## config.mk

```make
export PLATFORM = sky130hd
export DESIGN_NAME = counter_down_mod
export DESIGN_NICKNAME = d
export VERILOG_FILES = /design/src/rtl/counter_pkg.sv /design/src/rtl/counter_down_mod.sv
export SDC_FILE = /design/constraint.sdc
export NUM_CORES = 1
export LEC_CHECK = 0
export CORE_AREA = 2 2 39 41
export DETAILED_ROUTE_END_ITERATION = 12
export DIE_AREA = 0 0 41 43
export GPL_TIMING_DRIVEN = 0
export PLACE_DENSITY = 0.64
export SKIP_CTS_REPAIR_TIMING = 1
export SYNTH_ARGS = -nofsm -noshare
export SYNTH_HDL_FRONTEND = slang
export SYNTH_SLANG_ARGS = --single-unit
```

## constraint.sdc

```tcl
create_clock -name clk -period 3.8 [get_ports clk]
set_input_delay 0.57 -clock clk [delete_from_list [all_inputs] [get_ports clk]]
set_output_delay 0.57 -clock clk [all_outputs]
set_load 0.01 [all_outputs]
```

## src/rtl/counter_pkg.sv

```systemverilog
// Shared types and helpers for the counter family.
// No logic of its own; state encoding plus the load clamp used by counter_down_mod.
// No flow control involved.
package counter_pkg;

    typedef enum logic [1:0] {
        IDLE = 2'd0,
        RUN  = 2'd1,
        HALT = 2'd2
    } state_t;

    // Saturate a requested preset so the count never leaves 0..mod-1.
    function automatic logic [31:0] clamp_load(input logic [31:0] val, input logic [31:0] mod);
        return (val > mod - 32'd1) ? (mod - 32'd1) : val;
    endfunction

endpackage

```

## src/rtl/counter_down_mod.sv

```systemverilog
// Modulo-MOD down counter with wrap/one-shot end-of-count and clamped parallel load.
// Latency: count, borrow_out, done, busy update one cycle after the edge; zero is combinational on count.
// No backpressure: en is a plain enable, load always wins over en on the same edge.
module counter_down_mod
    import counter_pkg::*;
#(
    parameter int WIDTH = 4,
    parameter int MOD   = 16
) (
    input  logic             clk,
    input  logic             rst_n,
    input  logic             en,
    input  logic             load,
    input  logic [WIDTH-1:0] load_val,
    input  logic             oneshot,
    output logic [WIDTH-1:0] count,
    output logic             zero,
    output logic             borrow_out,
    output logic             done,
    output logic             busy
);

    // Wrap target: MOD-1, not the all-ones value, so counts >= MOD are unreachable.
    localparam logic [WIDTH-1:0] MAX_CNT = WIDTH'(MOD - 1);

    state_t           state_q, state_d;
    logic [WIDTH-1:0] count_q, count_d;
    logic             borrow_q, borrow_d;
    logic             done_q;
    logic             busy_q;

    // Next-state decode: load beats en beats hold; HALT only leaves through load or reset.
    always_comb begin
        count_d  = count_q;
        state_d  = state_q;
        borrow_d = 1'b0;
        if (load) begin
            count_d = WIDTH'(clamp_load(32'(load_val), 32'(MOD)));
            state_d = IDLE;
        end else if (en && (state_q != HALT)) begin
            if (count_q != '0) begin
                count_d = count_q - WIDTH'(1);
                state_d = RUN;
            end else if (oneshot) begin
                state_d = HALT;
            end else begin
                count_d  = MAX_CNT;
                borrow_d = 1'b1;
                state_d  = RUN;
            end
        end
    end

    // State, count and registered status flags; reset drops the borrow pulse immediately.
    always_ff @(posedge clk or negedge rst_n) begin
        if (!rst_n) begin
            state_q  <= IDLE;
            count_q  <= MAX_CNT;
            borrow_q <= 1'b0;
            done_q   <= 1'b0;
            busy_q   <= 1'b0;
        end else begin
            state_q  <= state_d;
            count_q  <= count_d;
            borrow_q <= borrow_d;
            done_q   <= (state_d == HALT);
            busy_q   <= (state_d == RUN);
        end
    end

    assign count      = count_q;
    assign zero       = (count_q == '0);
    assign borrow_out = borrow_q;
    assign done       = done_q;
    assign busy       = busy_q;

endmodule

```

## Word level (Yosys, flattened, before mapping)

Index checks and enable logic that the tools add are counted.

| storage, ports and cells | value |
|---|---|
| flip-flop bits (word level) | 9 |
| input port bits | 9 |
| output and inout bits | 8 |
| logic and storage cells | 27 |

| operators by class | value |
|---|---|
| $add $sub $neg | 1 |
| eq/ne operators | 4 |
| muxes and demuxes | 12 |
| reductions and logical operators | 5 |

Operators by type and width:

| cell | number |
|---|---|
| $mux W4 | 4 |
| $mux W2 | 4 |
| $logic_not A4 Y1 | 1 |
| $mux W1 | 4 |
| $reduce_bool A4 Y1 | 1 |
| $sub A4 B1 Y4 const B | 1 |
| $ne A3 B2 Y1 const B | 1 |
| $eq A2 B1 Y1 const B | 1 |
| $eq A2 B2 Y1 const B | 1 |
| $ne A2 B2 Y1 const B | 1 |
| $reduce_and A2 Y1 | 1 |
| $reduce_bool A2 Y1 | 1 |
| $logic_and A1 B1 Y1 | 1 |

## Logic depth before layout (Yosys ltp)

| depth | value |
|---|---|
| word-level depth | 5 |
| depth in mapped cells | 6 |

## Least setup slack after synthesis

Ideal clock, no wire load.

| timing | value |
|---|---|
| kind | reg2out |
| from | register count_q[0], in the netlist count[0] |
| to | output port zero |
| arrival time | 1,021 ps |
| data required time | 3,230 ps |
| slack | 2,209 ps |
| stages on the path, launching flop included | 4 |
| buffers on the path | 0 |
| cell sequence | dfstp_2 > inv_1 > ha_1 > nor3b_2 |

| on the way | value |
|---|---|
| cells in the longest elaborated chain, start to end | 1 |

RTL lines:

| element | line | RTL |
|---|---|---|
| start, declared | counter_down_mod.sv:27 | `logic [WIDTH-1:0] count_q, count_d;` |
| start signal, assigned | counter_down_mod.sv:64 | `count_q <= count_d;` |
| $logic_not A4 Y1 | counter_down_mod.sv:72 | `assign zero = (count_q == '0);` |
| end, declared | counter_down_mod.sv:17 | `output logic zero,` |

No other way between the ends.

## Final worst setup path

Same ends and word-level chain as after synthesis.

==> summary.txt <==
Global route
  • GRT Util Overall: 14.4%
  • Pin count of the biggest net entering global routing: 11
  • Initial antenna violation count: 0
  • Grt ovf: 0
  • First-pass GRT wire length: 1680 µm
  • Vias in the first global route: 341

Floorplan
  • Die H: 43 µm
  • I/O pin cnt: 17
  • Die area: 1760 µm²
  • Core Region: 1380 µm²
  • Cell Rows: 14
  • Initial Util: 33.8%
  • Die Width: 41 µm

Critical path
  • CP Capture Type: output port
  • Reg-to-reg startpoint: count[0]$_DFFE_PN1P_
  • Critical Path Fanout Max: 5
  • Worst R2R Setup Slack: 2.12 ns
  • Reg2reg end: count[1]$_DFFE_PN1P_
  • FF-to-FF path depth: 6
  • WP data required: 3.23 ns
  • Critical path launch point type: flop
  • Setup CP Type: reg2out
  • Worst Path Arrival: 1.79 ns

Final layout
  • Fill count: 147
  • Final core occ: 48.7%
  • Layout cell share with drive strength beyond 1: 14.9%
  • Area of the multi-input gates: 226 µm²
  • Fin nets: 78
  • Synth-to-Final Area Change: 44.1%
  • # diodes: 0
  • Reg area: 230 µm²

STA
  • WHS: 0.556 ns
  • Post-route minimum period: 2.36 ns
  • Hold Vio Cnt, Final: 0
  • Setup Viol. Count Final: 0
  • Setup TNS Final: 0 ns
  • RSZ-0062 raised after global routing: false
  • Slew Limit Fails: 0
  • Final Skew: 0.00268 ns
  • Fin crit share: 62.0%
  • Slew HR: 71.7%
  • Fmax: 424 MHz
  • Setup ws final: 1.44 ns
  • Tightest Pin Transition: 0.424 ns

Logic synthesis
  • Post-synth top area cell: dfrtp_1
  • #FFs+latches synth: 9
  • Synth area leaders: dfrtp_1, dfstp_2, nand2_1, a21oi_1, nor2_1
  • Synth Instances: 47
  • Asr flop ratio synth: 100%
  • Cell variety after synth: 28
  • Post-synth top cells: dfrtp_1, nand2_1, dfstp_2, nor2_1, a21oi_1
  • Post-synth EDFFs: 0
  • Top-area cell type share of the netlist area: 26.7%
  • Most used flip-flop cell after synthesis: dfrtp_1
  • Warnings, synthesis: 0
  • Register area share after synthesis: 49.2%
  • Post-synthesis cell area: 468 µm²
  • Syn Area/Cell: 9.96 µm²
  • Syn_nets: 57

Status
  • Status: finished clean

Worst hold path
  • Min-delay src: state_q[0]$_DFF_PN0_
  • Worst Hold End: state_q[0]$_DFF_PN0_
  • Hold Path Class: reg2reg
  • Hold Path Depth: 2

Drt
  • DR vias: 413
  • DRT Pass-1 Iters: 4
  • Avg Vias per Cell: 4.98
  • Final ANT Viol Nets: 0
  • Post-Route WL: 1050 µm
  • Post-route DRC: 0
  • Drt wl/cell: 12.6 µm
  • Initial drt markers: 6

Pwr
  • Pwr dens: 392 nW/µm²
  • Max VDD drop: 0.169 mV
  • Leakage: 0.000270 µW

Clock tree
  • Clock Latency Late Sink: 0.26 ns
  • Clk root buf: clkbuf_4
  • Reg clk slew, reported paths: 0.06 ns
  • Inserted Clock Buffers: 3
  • CTS max path bufs: 2
  • Clock Sinks: 9
  • Htree depth: 1
  • CTS tree: yes

Flow run
  • Max_cap viols: 0

Place
  • Final RePlAce weighted congestion: 0.749
  • I/O Buffers: 16
  • Pre-CTS setup slack: 1.73 ns
-- power by group --
group / internal [µW] / switching, µW
clock network: 40.5 / 33.9
registers: 110 / 10.5
logic: 38.8 / 30.9
-- how the worst max path moves through the flow --
stage                         start    to  slack, ns  cells past startpoint
2_1_floorplan  count[0]$_DFFE_PN1P_  zero       2.21                      3
3_3_place_gp   count[0]$_DFFE_PN1P_  zero       1.72                      4
3_5_place_dp   count[0]$_DFFE_PN1P_  zero       1.73                      4
4_1_cts        count[0]$_DFFE_PN1P_  zero       1.42                      4
5_1_grt        count[0]$_DFFE_PN1P_  zero       1.33                      4
6_report       count[0]$_DFFE_PN1P_  zero       1.44                      4
-- cell families after synthesis --
logic type,count (synthesis),synth area share (%)
buffers and inverters,3,2.41
xor gates and xnor gates,1,1.87
AOI/OAI and AO/OA,11,15.5
DFF,9,49.2
and+or+nand+nor,22,28.3
adders and majority gates,1,2.67
-- placed cells by master, fill, tap and decap left out --
cell type | Yosys | layout
and2_1 | 1 | 1
or3_1 | 1 | 1
or3b_2 | 1 | 1
o21ai_0 | 1 | 1
o311ai_1 | 1 | 1
clkbuf_1 | 1 | 2
ha_1 | 1 | 1
o2bb2ai_1 | 1 | 1
nand2b_1 | 2 | 2
a211oi_1 | 1 | 1
nand4bb_1 | 1 | 1
xor2_1 | 1 | 1
nor4b_1 | 1 | 1
nor3_1 | 1 | 1
o31ai_1 | 1 | 1
a21oi_1 | 3 | 3
clkbuf_4 | 0 | 3
inv_1 | 2 | 2
o21ai_1 | 2 | 2
nor3b_2 | 1 | 1
nand2_1 | 5 | 5
clkdlybuf4s50_1 | 0 | 16
nor2b_1 | 1 | 1
a221o_1 | 1 | 1
dfstp_2 | 4 | 4
nand3_1 | 1 | 1
nand4_1 | 1 | 1
dfrtp_1 | 5 | 5
nand3_2 | 1 | 1
nor2_1 | 4 | 4
-- layer usage --
metal / GRT usage [%] / share of wire (%)
met1: 20.7 / 47
met2: 17.5 / 47
met3: 6.28 / 4.1
met4: 8.00 / 1.3
met5: 0 / 0
-- flip-flops by register name, summed over array words and instances, names as in the netlist --
signal	flops
count	4
borrow_out	1
done	1
busy	1
state_q	2
-- worst max-delay path: stages, from the launching register on --
cell	delay [ns]
dfstp_2	0.39
inv_1	0.07
ha_1	0.21
nor3b_2	0.28
clkdlybuf4s50_1	0.58
-- cell type report --
cell class | count | share of cell area (%)
well taps | 16 | 2.97
plain buffers | 1 | 0.557
clock buffers | 4 | 3.90
repair buffers | 16 | 23.7
multi-input cells | 35 | 33.6
inverters | 2 | 1.11
flip-flops and latches | 9 | 34.1
-- metrics by stage --
stage / std cells / cell area, µm² / total power (µW)
detailed placement: 79 / 648 / 191
finish: 83 / 674 / 264
global placement: 79 / 648 / 190
CTS: 83 / 674 / 269
floorplan: 47 / 468 / 155
global route: 83 / 674 / 284
Power figures use the tool's default switching activity.
